==> src/rtl/spi_xfer_arbiter.sv <==
// spi_xfer_arbiter: round-robin arbiter and sequencer that shares one SPI master
// IP register port between two byte-transfer requesters. Each grant runs the
// sequence: select slave, poll TX ready, write TX byte, poll RX ready, read RX
// byte, deselect. The winner then gets a one-cycle ack, or a one-cycle err if a
// poll phase times out.
//
// Ports:
//   I_CLK, I_RESETN        clock, asynchronous active-low reset
//   I_REQ[1:0]             per-requester request level (held until ack/err)
//   I_REQn_DATA, I_REQn_SS byte to send and slave-select mask per requester
//   O_ACK, O_ERR           one-cycle done / timeout pulse per requester
//   O_RX_DATA              received byte, updated only on a completed transfer
//   O_BUSY                 high from grant+1 through the DONE/ERR cycle
//   O_TX_EN/O_WADDR/O_WDATA  IP register write strobe, address, data
//   O_RX_EN/O_RADDR        IP register read strobe, address
//   I_RDATA                IP read data, valid one cycle after O_RX_EN
module spi_xfer_arbiter #(
  parameter int unsigned DW          = 8,
  parameter logic [2:0]  ADDR_RXDATA = 3'd0,
  parameter logic [2:0]  ADDR_TXDATA = 3'd1,
  parameter logic [2:0]  ADDR_STATUS = 3'd2,
  parameter logic [2:0]  ADDR_SSMASK = 3'd4,
  parameter int unsigned TRDY_BIT    = 5,
  parameter int unsigned RRDY_BIT    = 6,
  parameter logic [15:0] POLL_MAX    = 16'd1000
) (
  input  logic          I_CLK,
  input  logic          I_RESETN,
  input  logic [1:0]    I_REQ,
  input  logic [DW-1:0] I_REQ0_DATA,
  input  logic [DW-1:0] I_REQ1_DATA,
  input  logic [7:0]    I_REQ0_SS,
  input  logic [7:0]    I_REQ1_SS,
  output logic [1:0]    O_ACK,
  output logic [1:0]    O_ERR,
  output logic [DW-1:0] O_RX_DATA,
  output logic          O_BUSY,
  output logic          O_TX_EN,
  output logic [2:0]    O_WADDR,
  output logic [DW-1:0] O_WDATA,
  output logic          O_RX_EN,
  output logic [2:0]    O_RADDR,
  input  logic [DW-1:0] I_RDATA
);

  localparam int unsigned SSW = 8;
  localparam int unsigned CW  = 16;
  localparam int unsigned AW  = 3;

  typedef enum logic [3:0] {
    IDLE, SS_WR, TX_POLL, TX_CHK, TX_WR, RX_POLL, RX_CHK, RX_RD, RX_CAP, DONE, ERR
  } state_e;

  state_e          state_q, state_d;
  logic            last_q, last_d;
  logic            gnt_q, gnt_d;
  logic [DW-1:0]   data_q, data_d;
  logic [SSW-1:0]  ss_q, ss_d;
  logic [CW-1:0]   cnt_q, cnt_d;
  logic [DW-1:0]   rx_data_q, rx_data_d;
  logic            tx_en_q, tx_en_d;
  logic [AW-1:0]   waddr_q, waddr_d;
  logic [DW-1:0]   wdata_q, wdata_d;
  logic            rx_en_q, rx_en_d;
  logic [AW-1:0]   raddr_q, raddr_d;
  logic [1:0]      ack_q, ack_d;
  logic [1:0]      err_q, err_d;
  logic            busy_q, busy_d;
  logic            win;

  // State and registered outputs
  always_ff @(posedge I_CLK or negedge I_RESETN) begin
    if (!I_RESETN) begin
      state_q   <= IDLE;
      last_q    <= 1'b1;
      gnt_q     <= 1'b0;
      data_q    <= '0;
      ss_q      <= '0;
      cnt_q     <= '0;
      rx_data_q <= '0;
      tx_en_q   <= 1'b0;
      waddr_q   <= '0;
      wdata_q   <= '0;
      rx_en_q   <= 1'b0;
      raddr_q   <= '0;
      ack_q     <= '0;
      err_q     <= '0;
      busy_q    <= 1'b0;
    end else begin
      state_q   <= state_d;
      last_q    <= last_d;
      gnt_q     <= gnt_d;
      data_q    <= data_d;
      ss_q      <= ss_d;
      cnt_q     <= cnt_d;
      rx_data_q <= rx_data_d;
      tx_en_q   <= tx_en_d;
      waddr_q   <= waddr_d;
      wdata_q   <= wdata_d;
      rx_en_q   <= rx_en_d;
      raddr_q   <= raddr_d;
      ack_q     <= ack_d;
      err_q     <= err_d;
      busy_q    <= busy_d;
    end
  end

  // Next state, then strobes decoded from the state being entered so that
  // each bus access lands in the cycle its state is occupied
  always_comb begin
    state_d   = state_q;
    last_d    = last_q;
    gnt_d     = gnt_q;
    data_d    = data_q;
    ss_d      = ss_q;
    cnt_d     = cnt_q;
    rx_data_d = rx_data_q;
    tx_en_d   = 1'b0;
    waddr_d   = '0;
    wdata_d   = '0;
    rx_en_d   = 1'b0;
    raddr_d   = '0;
    ack_d     = '0;
    err_d     = '0;
    win       = 1'b0;

    unique case (state_q)
      IDLE: begin
        if (|I_REQ) begin
          // On contention the requester not served last wins
          win    = (I_REQ == 2'b11) ? ~last_q : I_REQ[1];
          gnt_d  = win;
          last_d = win;
          data_d = win ? I_REQ1_DATA : I_REQ0_DATA;
          ss_d   = win ? I_REQ1_SS : I_REQ0_SS;
          cnt_d  = '0;
          state_d = SS_WR;
        end
      end
      SS_WR:   state_d = TX_POLL;
      TX_POLL: begin
        cnt_d   = cnt_q + CW'(1);
        state_d = TX_CHK;
      end
      TX_CHK: begin
        if (I_RDATA[TRDY_BIT]) begin
          cnt_d   = '0;
          state_d = TX_WR;
        end else if (cnt_q == POLL_MAX) begin
          state_d = ERR;
        end else begin
          state_d = TX_POLL;
        end
      end
      TX_WR:   state_d = RX_POLL;
      RX_POLL: begin
        cnt_d   = cnt_q + CW'(1);
        state_d = RX_CHK;
      end
      RX_CHK: begin
        if (I_RDATA[RRDY_BIT]) begin
          cnt_d   = '0;
          state_d = RX_RD;
        end else if (cnt_q == POLL_MAX) begin
          state_d = ERR;
        end else begin
          state_d = RX_POLL;
        end
      end
      RX_RD:   state_d = RX_CAP;
      RX_CAP: begin
        rx_data_d = I_RDATA;
        state_d   = DONE;
      end
      DONE:    state_d = IDLE;
      ERR:     state_d = IDLE;
      default: state_d = IDLE;
    endcase

    unique case (state_d)
      SS_WR: begin
        tx_en_d = 1'b1;
        waddr_d = ADDR_SSMASK;
        wdata_d = DW'(ss_d);
      end
      TX_POLL, RX_POLL: begin
        rx_en_d = 1'b1;
        raddr_d = ADDR_STATUS;
      end
      TX_WR: begin
        tx_en_d = 1'b1;
        waddr_d = ADDR_TXDATA;
        wdata_d = data_d;
      end
      RX_RD: begin
        rx_en_d = 1'b1;
        raddr_d = ADDR_RXDATA;
      end
      DONE: begin
        tx_en_d       = 1'b1;
        waddr_d       = ADDR_SSMASK;
        ack_d[gnt_d]  = 1'b1;
      end
      ERR: begin
        tx_en_d       = 1'b1;
        waddr_d       = ADDR_SSMASK;
        err_d[gnt_d]  = 1'b1;
      end
      default: ;
    endcase

    busy_d = (state_d != IDLE);
  end

  assign O_ACK     = ack_q;
  assign O_ERR     = err_q;
  assign O_RX_DATA = rx_data_q;
  assign O_BUSY    = busy_q;
  assign O_TX_EN   = tx_en_q;
  assign O_WADDR   = waddr_q;
  assign O_WDATA   = wdata_q;
  assign O_RX_EN   = rx_en_q;
  assign O_RADDR   = raddr_q;

endmodule
==> config.mk <==
export PLATFORM = sky130hd
export DESIGN_NAME = spi_xfer_arbiter
export DESIGN_NICKNAME = d
export VERILOG_FILES = /design/src/rtl/spi_xfer_arbiter.sv
export SDC_FILE = /design/constraint.sdc
export NUM_CORES = 1
export LEC_CHECK = 0
export BUFFER_PORTS_ARGS = -buffer_cell sky130_fd_sc_hd__buf_2
export CAP_MARGIN = 0
export CORE_MARGIN = 10
export CORE_UTILIZATION = 45
export CTS_BUF_LIST = sky130_fd_sc_hd__clkbuf_8
export DETAILED_ROUTE_END_ITERATION = 10
export PLACE_DENSITY = 0.76
export SYNTH_ARGS = -nofsm -noshare
export SYNTH_HDL_FRONTEND = slang
export SYNTH_SLANG_ARGS = --single-unit
==> constraint.sdc <==
create_clock -name I_CLK -period 4.5 [get_ports I_CLK]
set_clock_uncertainty 0.2 [all_clocks]
set_input_delay 0.45 -clock I_CLK [delete_from_list [all_inputs] [get_ports I_CLK]]
set_output_delay 0.45 -clock I_CLK [all_outputs]
set_load 0.05 [all_outputs]
Word-level counts from Yosys, hierarchy flattened
Cells that the tools add are included.

Add/sub/neg operators: 1. Order comparisons: 2. Equality and inequality tests: 20. Muxes and demuxes: 28. Bitwise operators: 1. Reduce and logical (&&, ||, !) cells: 12.

Operators by type and width (number): one-hot mux 16 bit (4 select lines) (1); 2-to-1 mux 16 bit (3); 2-to-1 mux 8 bit (6); one-hot mux 4 bit (9 select lines) (1); == test 4 x 3 -> 1 bit (second input constant) (7); 2-to-1 mux 4 bit (5); adder 16 x 1 -> 16 bit (second input constant) (1); == test 16 x 10 -> 1 bit (second input constant) (1); one-hot mux 8 bit (2 select lines) (1); == test 4 x 2 -> 1 bit (second input constant) (3); == test 4 bit (second input constant) (3); == test 4 x 1 -> 1 bit (second input constant) (2); nonzero test 4 bit (2); 2-to-1 mux 1 bit (6); 2-to-1 mux 2 bit (3); != test 2 bit (second input constant) (3); one-hot mux 3 bit (2 select lines) (1); OR reduction 2 bit (3); OR reduction 3 bit (2); logical NOT 4 bit (1); AND reduction 4 bit (1); OR reduction 4 bit (1); == test 2 bit (second input constant) (1); less-than comparator 1 x 2 -> 1 bit (second input constant) (1); 5 further kinds (5).

Register bits: 67. Bits of input ports: 44. Output and inout port bits: 29. Word-level logic and storage cells: 79.

Longest topological paths before layout
Gate-level depths: netlist (run 1).

Depth in word-level cells: 9. Gate-level depth with buffers: 7. Depth with buffers taken out: 7.

Worst setup path after synthesis (run 1)
OpenSTA, ideal clock, no wires.

Kind: register to register. Start point: reg cnt_q[0]. End point: reg rx_en_q (netlist: O_RX_EN). Setup time: 0.095 ns. Data arrival time: 1.862 ns. Data required time: 4.205 ns. Path slack: 2.343 ns. Stages on the path, launching flop included: 8. Path buffers: 0. Period minus slack after synthesis: 2.157 ns. Cell sequence: dfrtp_1 -> inv_1 -> ha_1 -> nor4bb_1 -> nand4_1 -> o311a_1 -> or3_1 -> o31ai_1.

Longest elaborated chain between the ends: 7. Elaborated cells on any way between the ends: 11. Classes of those cells: 4 x eq/ne; 6 x mux; 1 x reduce/logical.

RTL lines: from (decl) (RTL line 59) `logic [CW-1:0] cnt_q, cnt_d;`; from (signal assigned) (RTL line 95) `cnt_q <= cnt_d;`; == test 16 x 10 -> 1 bit (*) (RTL line 149, 164); 2-to-1 mux 4 bit, on equally long branches (RTL line 164, 149); 2-to-1 mux 4 bit, on equally long branches (RTL line 161, 146); one-hot mux 4 bit (9 select lines) (*) (RTL line 127) `unique case (state_q)`; == test 4 x 2 -> 1 bit or == test 4 x 3 -> 1 bit (tied branches) (RTL line 180) `unique case (state_d)`; OR reduction 3 bit (no source line) (*); 2-to-1 mux 1 bit (*) (RTL line 180); named net rx_en_d (RTL line 64) `logic rx_en_q, rx_en_d;`; to (signal assigned) (RTL line 100) `rx_en_q <= rx_en_d;`; to (decl) (RTL line 64).

Mark *: on every way through the listed nets, which the timed path passes. The rest lies on a longest branch. A chain may end at the register's enable or synchronous reset.

Worst setup path in the final report (run 1)
Start point: reg state_q[0]. End point: reg ack_q[0] (netlist: O_ACK[0]).

Longest elaborated chain between the ends: 7. Elaborated cells on any way between the ends: 19. Classes of those cells: 2 x order compare; 9 x eq/ne; 6 x mux; 2 x reduce/logical.

RTL lines: from (decl) (RTL line 54) `state_e state_q, state_d;`; from (signal assigned) (RTL line 90) `state_q <= state_d;`; logical NOT 4 bit (*) (RTL line 127); 2-to-1 mux 1 bit (*) (RTL line 127); named net gnt_d (RTL line 56) `logic gnt_q, gnt_d;`; less-than comparator 1 x 2 -> 1 bit (not written as such) or >= comparator 1 bit (tied branches) (RTL line 202) `ack_d[gnt_d] = 1'b1;`; logical AND 1 bit (not written as such) (RTL line 202); 2-to-1 mux 1 bit (not written as such) (RTL line 202); demux 1 bit (select 1 bit) (*) (RTL line 202); 2-to-1 mux 2 bit (*) (RTL line 180); named net ack_d[0] (RTL line 66) `logic [1:0] ack_q, ack_d;`; to (signal assigned) (RTL line 102) `ack_q <= ack_d;`; to (decl) (RTL line 66).

Marks and branches as above.

==> results of run 1 <==
==> power groups by stage <==
stage	clock network [W]	logic, W	registers [W]
4_1_cts	0.000263	0.000970	0.000782
6_report	0.000252	0.000958	0.000783
5_1_grt	0.000281	0.00106	0.000807
2_1_floorplan	0	0.000487	0.00104
3_3_place_gp	0	0.000943	0.000779
3_5_place_dp	0	0.000966	0.000792
==> per-stage QoR <==
stage / hold slack (ns) / setup WS, ns / std cells / total power (W)
5_1_grt: 0.118 / 1.50 / 404 / 0.00214
2_1_floorplan: -0.0456 / 2.34 / 267 / 0.00153
4_1_cts: 0.0895 / 1.78 / 404 / 0.00201
3_5_place_dp: 0.286 / 1.82 / 396 / 0.00176
6_report: 0.0595 / 1.78 / 404 / 0.00199
3_3_place_gp: 0.273 / 1.92 / 396 / 0.00172
==> state kept, by name, summed over array words and instances (netlist names), 2 cells and up <==
name	cells
O_ERR	2
O_WADDR	2
state_q	4
O_RX_DATA	8
cnt_q	16
O_ACK	2
data_q	8
O_WDATA	8
==> cell families after synthesis <==
family / count (synthesis) / share of synthesized area
AOI/OAI and AO/OA: 62 / 0.147
xor gates and xnor gates: 4 / 0.0129
adders and majority gates: 2 / 0.00922
buffers and inverters: 24 / 0.0401
DFF: 56 / 0.517
muxes: 25 / 0.0959
other: 1 / 0.00138
and+or+nand+nor: 91 / 0.177
==> path summary, 6_finish.rpt <==
| check | from | end | slack, ns | cells after the start |
|---|---|---|---|---|
| worst max-delay path | state_q[0] | O_ACK[0] | 1.78 | 5 |
| worst min-delay path | I_RESETN | O_WADDR[0] | 0.06 | 2 |
| worst max register to register | state_q[0] | O_ACK[0] | 1.78 | 5 |
| worst min register to register | data_q[2] | data_q[2] | 0.30 | 2 |
| max in group asynchronous | I_RESETN | O_RX_DATA[1] | 3.59 | 2 |
| min in group I_CLK | I_RDATA[7] | O_RX_DATA[7] | 0.17 | 2 |
==> area by class of cell <==
class	count	area (µm²)	area share
clock buffers	5	68.8	0.0217
clock inverters	3	12.5	0.00394
inverters	8	30.0	0.00946
multi-input cells	187	1210	0.382
flip-flops and latches	56	1400	0.442
well taps	75	93.8	0.0296
repair buffers	70	353	0.111
==> routing by layer <==
metal / global-route usage / vias to the layer above
met5: 0 / -
met4: 0.0447 / 0
met3: 0.0377 / 7
met2: 0.207 / 63
met1: 0.163 / 1047
li1: - / 1069
==> placed cells by master (no fill, tap or decap), drive strengths merged, types with 2 or more instances in the layout <==
master | Yosys | final
nor3 | 3 | 3
nand3 | 5 | 5
conb | 1 | 3
nor2 | 17 | 17
xor2 | 2 | 2
a31oi | 2 | 2
a22oi | 2 | 2
nor4 | 5 | 5
xnor2 | 2 | 2
and4 | 2 | 2
nand4 | 5 | 5
nor3b | 2 | 2
mux2i | 17 | 17
nand2b | 2 | 2
buf | 9 | 70
nand2 | 28 | 28
ha | 2 | 2
o21ai | 24 | 24
o31ai | 5 | 5
mux2 | 8 | 8
and2 | 2 | 2
a21boi | 4 | 4
inv | 7 | 9
or3 | 2 | 2
clkinv | 1 | 2
clkbuf | 7 | 5
dfrtp | 55 | 55
o2bb2ai | 8 | 8
a21oi | 9 | 9
or3b | 2 | 2
and3 | 5 | 5
or4 | 4 | 4
==> flow_summary.json, run 1 <==
{
  "grt_pass1_vias": 2235,
  "cts_tree": "built",
  "async_flop_share": 1.00,
  "cp_max_fo": 27,
  "tns_ns": 0,
  "required_ns": 4.53,
  "seqPwrFrac": 0.393,
  "p_int_w": 0.00105,
  "cts.clk_slew.worst_paths_ns": 0.09,
  "final_util": 0.539,
  "root_buffer": "clkbuf_8",
  "pwr-share-clk": 0.126,
  "rsz0062_at_grt": "no",
  "ys_ff_latch": 56,
  "avgSynthCellArea_um2": 10.2,
  "detail-route-antenna-nets": 0,
  "io_buffers": 69,
  "cap_violations": 0,
  "grt_max_degree": 57,
  "avgRoutedWirePerCell_um": 15.3,
  "max_slew.worst_pin.slew_ns": 1.16,
  "cts_resized": 0,
  "drc": 0,
  "path_class": "register to register",
  "hold_viol": 0,
  "synth_area_leader_cell": "dfrtp_1",
  "crit_slowest_cell": "nand2_1",
  "antenna_found_initial": 0,
  "rows": 28,
  "vias_per_cell": 5.41,
  "p_comb_frac": 0.481,
  "max_stage_delay_ns": 0.61,
  "hpwl_mm": 4.66,
  "hold_path.class": "input port to async pin",
  "synth_edf_count": 0,
  "die_area_um2": 9540,
  "p_per_area_nw_per_um2": 628,
  "peakVddDrop_uv": 418,
  "die_h_um": 97.7,
  "slew_headroom": 0.223,
  "synth_common_cells": "55 x dfrtp_1, 28 x nand2_1, 24 x o21ai_0, 17 x mux2i_1, 17 x nor2_1",
  "path_buf_inv": 1,
  "numCtsBuffers": 5,
  "drv_slew": 0,
  "switching_power_w": 0.000945,
  "yosys_warnings": 0,
  "synth_seq_area_share": 0.517,
  "syn2layout_area_growth_pct": 17.0,
  "wl_met3_um": 423,
  "cts_sinks": 56,
  "cts_hold_buffers": 0,
  "path_cells": "nor4_1 -> nand2_1 -> a22oi_1 -> inv_1 -> nor2_1",
  "crit_family": "simple AND/OR/NAND/NOR gates",
  "clock_path_buffers": 2,
  "core-area_um2": 5890,
  "fin_crit_sh": 0.605,
  "nNetsFinal": 374,
  "initialDrtViolationCount": 165,
  "highest_layer": "met4",
  "setup-violations-final": 0,
  "die_w_um": 97.7,
  "synth.distinct_cells": 50,
  "nFillCells": 543,
  "wl_met1_mm": 2.80,
  "gp_congestion": 0.771,
  "wl_mm": 6.19,
  "grt-ovfl-total": 0,
  "postPlaceCellArea_um2": 3090,
  "finalInstanceArea_um2": 3170,
  "netlist_instances": 265,
  "clock_latency_ns": 0.30,
  "post-route-min-period_ns": 2.72,
  "netSwitchingFraction": 0.474,
  "synth_top_cell_area_share": 0.507,
  "ys_top_cells_by_area": "dfrtp_1 51%, mux2i_1 6.3%, o21ai_0 4.4%, nand2_1 3.9%, mux2_2 3.3%",
  "yosysMostFrequentCell": "dfrtp_1",
  "grt_pass1_wl_mm": 10.6,
  "leakage_nw": 1.56,
  "max_freq_ghz": 0.367,
  "drive_gt1_frac": 0.271,
  "end_kind": "register",
  "cp.arrival_ns": 2.75,
  "postCtsSetupBuffers": 0,
  "drt_first_pass_iters": 4,
  "synthFlopType": "dfrtp_1",
  "vias": 2186,
  "floorplan.initialDensity": 0.461,
  "dr_wl_met2_mm": 2.88,
  "setup.worst_path.start_class": "register",
  "io_pins": 73,
  "status": "complete, no violations",
  "antenna_cells": 0,
  "cts_max_level": 2,
  "synth_area_um2": 2710,
  "grt_usage": 0.130
}
No activity file was read; power rests on OpenSTA's default activity.
==> run 2, diff against run 1 <==
==> constraint.sdc (replaced) <==
create_clock -name I_CLK -period 2.8 [get_ports I_CLK]
set_clock_uncertainty 0.2 [all_clocks]
set_input_delay 0.28 -clock I_CLK [delete_from_list [all_inputs] [get_ports I_CLK]]
set_output_delay 0.28 -clock I_CLK [all_outputs]
set_load 0.05 [all_outputs]
==> flow_summary.json, run 2 (synthesized netlist as in run 1, its figures left out) <==
{
  "leakage_nw": 1.63,
  "path_class": "register to register",
  "core-area_um2": 5890,
  "rows": 28,
  "postPlaceCellArea_um2": 3140,
  "rsz0062_at_grt": "no",
  "max_freq_ghz": 0.396,
  "cts_sinks": 56,
  "die_area_um2": 9540,
  "hold_path.class": "input port to register",
  "io_pins": 73,
  "finalInstanceArea_um2": 3330,
  "grt_usage": 0.133,
  "clock_latency_ns": 0.31,
  "io_buffers": 69,
  "final_cell_mix": "69 x buf_2, 55 x dfrtp_1, 28 x nand2_1",
  "antenna_cells": 0,
  "status": "complete, no violations",
  "tns_ns": 0,
  "drive_gt1_frac": 0.280,
  "cp.arrival_ns": 2.57,
  "cap_violations": 0,
  "end_kind": "register",
  "regMostFlops": "cnt_q",
  "numCtsBuffers": 5,
  "cp.depth": 5,
  "grt_pass1_wl_mm": 10.7,
  "avgRoutedWirePerCell_um": 15.3,
  "cts.clk_slew.worst_paths_ns": 0.10,
  "cts_tree": "built",
  "slew_headroom": 0.539,
  "post-route-min-period_ns": 2.53,
  "detail-route-antenna-nets": 0,
  "path_buf_inv": 0,
  "die_w_um": 97.7,
  "vias_per_cell": 5.32,
  "grt-ovfl-total": 0,
  "total_power_w": 0.00337,
  "floorplan.initialDensity": 0.461,
  "drv_slew": 0,
  "root_buffer": "clkbuf_8",
  "vias": 2222,
  "syn2layout_area_growth_pct": 22.7,
  "drt_first_pass_iters": 4,
  "grt_max_degree": 57,
  "setup-violations-final": 0,
  "die_h_um": 97.7,
  "cts_resized": 0,
  "required_ns": 2.84,
  "setup.worst_path.start_class": "register",
  "fin_crit_sh": 0.902,
  "clock_path_buffers": 2,
  "nNetsFinal": 388,
  "hpwl_mm": 4.74,
  "min_path_cells": 3,
  "antenna_found_initial": 0,
  "peakVddDrop_uv": 602,
  "initialDrtViolationCount": 97,
  "crit_family": "simple AND/OR/NAND/NOR gates",
  "layout_commonest_cell": "buf_2",
  "hold_viol": 0,
  "largest_register_ffs": 16,
  "drc": 0,
  "hold_ws_ns": 0.0381,
  "reg2reg_depth": 5,
  "max_stage_delay_ns": 0.62,
  "cp_max_fo": 17,
  "max_slew.worst_pin.slew_ns": 0.691,
  "cts_max_level": 2,
  "grt_pass1_vias": 2254,
  "gp_congestion": 0.883,
  "path_cells": "or3b_1 -> a21boi_1 -> or3_1 -> or4_1 -> a21oi_1",
  "p_per_area_nw_per_um2": 1010,
  "crit_slowest_cell": "dfrtp_1",
  "wl_mm": 6.38
}
## run 2: cell count changes in the layout (fill, tap and decap cells not counted), sizes merged
cell / previous run / this run
buf: 70 / 76
clkinv: 2 / 1
dlygate4sd3: 0 / 8
bufinv: 0 / 1
## run 2: layer usage
metal  part of all wire  GRT usage  vias up
met2               0.47      0.217       71
met4              0.015     0.0526        0
met5                  0          0        -
li1                   -          -     1104
met1               0.44      0.157     1041
met3              0.075     0.0427        6
## run 2: path summary, 6_finish.rpt
check                      slack [ns]          from    endpoint
max                              0.27    state_q[2]   cnt_q[15]
min                              0.04  I_REQ0_SS[3]  O_WDATA[3]
max reg2reg                      0.27    state_q[2]   cnt_q[15]
min reg2reg                      0.30     cnt_q[14]   cnt_q[14]
max in group asynchronous        1.53      I_RESETN   data_q[0]
min in group asynchronous        0.42      I_RESETN  O_WDATA[5]
## run 2: cell type report
class	instances	area [µm²]
clock buffers	5	68.8
clock inverters	3	42.5
fillers	518	2560
inverters	8	30.0
multi-input cells	187	1210
flip-flops and latches	56	1400
well taps	75	93.8
repair buffers	84	478
## run 2: power by group
part | total, W | internal (W) | switching, W | leakage (nW)
Combinational | 0.00161 | 0.000480 | 0.00113 | 0.841
Sequential | 0.00123 | 0.00107 | 0.000161 | 0.726
Clock | 0.000529 | 0.000267 | 0.000263 | 0.0599
## run 2: repair_timing
action,4_1_cts,5_1_grt
hold endpoints to repair,62,0
hold buffers,8,0
buffers inserted,0,0
## run 2: through the flow
step / setup WS [ns] / std cells / util
floorplan: 0.643 / 267 / -
finish: 0.275 / 418 / 0.566
global placement: 0.382 / 402 / 0.533
detailed placement: 0.312 / 402 / 0.533
CTS: 0.280 / 418 / 0.566
global route: 0.0792 / 418 / 0.566
## run 2: worst register-to-register path, stage by stage (launching register included)
cell	delay (ns)
dfrtp_1	0.62
or3b_1	0.20
a21boi_1	0.10
or3_1	0.60
or4_1	0.58
a21oi_1	0.15
==> run 3, diff against run 2 <==
--- a/config.mk
+++ b/config.mk
@@ -5,7 +5,7 @@
 export SDC_FILE = /design/constraint.sdc
 export NUM_CORES = 1
 export LEC_CHECK = 0
-export BUFFER_PORTS_ARGS = -buffer_cell sky130_fd_sc_hd__buf_2
+export BUFFER_PORTS_ARGS = -buffer_cell sky130_fd_sc_hd__buf_4
 export CAP_MARGIN = 0
 export CORE_MARGIN = 10
 export CORE_UTILIZATION = 45
==> flow_summary.json, run 3 (synthesized netlist as in run 1, its figures left out) <==
{
  "status": "complete, no violations",
  "root_buffer": "clkbuf_8",
  "reg2reg_depth": 5,
  "dp_cells": 398,
  "cts_max_level": 2,
  "avgRoutedWirePerCell_um": 15.4,
  "cp_max_fo": 17,
  "drc": 0,
  "hpwl_mm": 4.66,
  "cts_sinks": 56,
  "max_slew.worst_pin.slew_ns": 0.689,
  "p_comb_frac": 0.491,
  "grt_pass1_wl_mm": 10.5,
  "regMostFlops": "cnt_q",
  "fin_crit_sh": 0.914,
  "pwr-share-clk": 0.134,
  "final_cell_mix": "72 x buf_4, 55 x dfrtp_1, 28 x nand2_1",
  "grt-ovfl-total": 0,
  "postCtsSetupBuffers": 0,
  "slew_headroom": 0.541,
  "fin_ws_ns": 0.240,
  "leakage_nw": 1.64,
  "io_buffers": 69,
  "syn2layout_area_growth_pct": 27.3,
  "rows": 28,
  "vias": 2197,
  "setup.worst_path.start_class": "register",
  "antenna_cells": 0,
  "final_cells": 414,
  "reg2reg_from": "state_q[0]",
  "grt_max_degree": 57,
  "core-area_um2": 5890,
  "p_int_w": 0.00183,
  "dr_wl_met2_mm": 2.97,
  "wl_mm": 6.38,
  "clock_path_buffers": 2,
  "rsz0062_at_grt": "no",
  "grt_pass1_vias": 2159,
  "drive_gt1_frac": 0.271,
  "cts.clk_slew.worst_paths_ns": 0.10,
  "p_per_area_nw_per_um2": 976,
  "crit_end": "cnt_q[13]",
  "r2r_slack_ns": 0.24,
  "path_class": "register to register",
  "end_kind": "register",
  "layout_commonest_cell": "buf_4",
  "hold_viol": 0,
  "numCtsBuffers": 5,
  "clock_latency_ns": 0.31,
  "largest_register_ffs": 16,
  "max_freq_ghz": 0.391,
  "vias_per_cell": 5.31,
  "gp_congestion": 0.833,
  "grt_usage": 0.131,
  "cp.arrival_ns": 2.60,
  "die_area_um2": 9540,
  "drv_slew": 0,
  "cts_tree": "built",
  "cp-startpoint": "state_q[0]",
  "reg2reg_to": "cnt_q[13]",
  "dp_worst_setup_slack_ns": 0.290,
  "post-route-min-period_ns": 2.56,
  "highest_layer": "met4",
  "setup-violations-final": 0,
  "io_pins": 73,
  "detail-route-antenna-nets": 0,
  "wl_met3_um": 324,
  "antenna_found_initial": 0,
  "wl_met1_mm": 2.98,
  "nFillCells": 524,
  "required_ns": 2.83,
  "die_h_um": 97.7,
  "peakVddDrop_uv": 622,
  "drt_first_pass_iters": 6,
  "switching_power_w": 0.00154,
  "floorplan.initialDensity": 0.461,
  "seqPwrFrac": 0.375,
  "hold_path.class": "input port to register",
  "cap_violations": 0,
  "nNetsFinal": 384,
  "netSwitchingFraction": 0.458,
  "die_w_um": 97.7,
  "tns_ns": 0,
  "initialDrtViolationCount": 62
}
[run 3: what timing repair did]
action / CTS / global route
setup endpoints to repair: 0 / 0
hold endpoints to repair: 62 / 0
resized for setup: 0 / 0
hold buffers: 8 / 0
[run 3: how the worst min path moves through the flow]
stage / start / to / slack [ns] / cells past startpoint
floorplan: I_RESETN / O_ACK[0] / -0.22 / 0
global placement: I_RESETN / data_q[5] / 0.18 / 1
detailed placement: I_RESETN / O_WDATA[5] / 0.17 / 1
CTS: I_RDATA[6] / O_RX_DATA[6] / 0.03 / 2
global route: I_RDATA[6] / O_RX_DATA[6] / 0.04 / 2
finish: I_RDATA[6] / O_RX_DATA[6] / 0.04 / 2
[run 3: power groups by stage]
stage	combinational, W	clock [W]	sequential [W]
after global routing	0.00181	0.000498	0.00131
after global placement	0.00162	0	0.00126
after CTS	0.00167	0.000460	0.00126
after floorplan	0.000783	0	0.00167
after detailed placement	0.00165	0	0.00128
final	0.00165	0.000451	0.00126
[run 3: area by class of cell]
| type | count | area [µm²] | share of cell area |
|---|---|---|---|
| sequential | 56 | 1400 | 0.406 |
| multi-input combinational | 187 | 1210 | 0.351 |
| timing repair buffer | 80 | 621 | 0.180 |
| clock buffer | 6 | 82.6 | 0.0239 |
| tap | 75 | 93.8 | 0.0272 |
| clock inverter | 2 | 11.3 | 0.00326 |
| inverter | 8 | 30.0 | 0.00869 |
[run 3: per-layer routing]
layer | GRT usage | up-vias
met3 | 0.0313 | 8
met4 | 0.0503 | 0
li1 | - | 1096
met1 | 0.170 | 1029
met2 | 0.204 | 64
met5 | 0 | -
[run 3: metrics by stage]
| step | area (µm²) | hold slack [ns] | total power, W | util |
|---|---|---|---|---|
| floorplan | 2720 | -0.216 | 0.00246 | - |
| global placement | 3280 | 0.177 | 0.00288 | 0.557 |
| detailed placement | 3280 | 0.174 | 0.00293 | 0.557 |
| CTS | 3450 | 0.0333 | 0.00339 | 0.587 |
| global route | 3450 | 0.0377 | 0.00361 | 0.587 |
| finish | 3450 | 0.0359 | 0.00337 | 0.587 |
[run 3: worst max-delay path: stages, from the launching register on]
cell      delay, ns
dfrtp_1        0.64
and3b_1        0.29
a211oi_1       0.08
or3_1          0.54
or4_1          0.57
a21oi_1        0.15
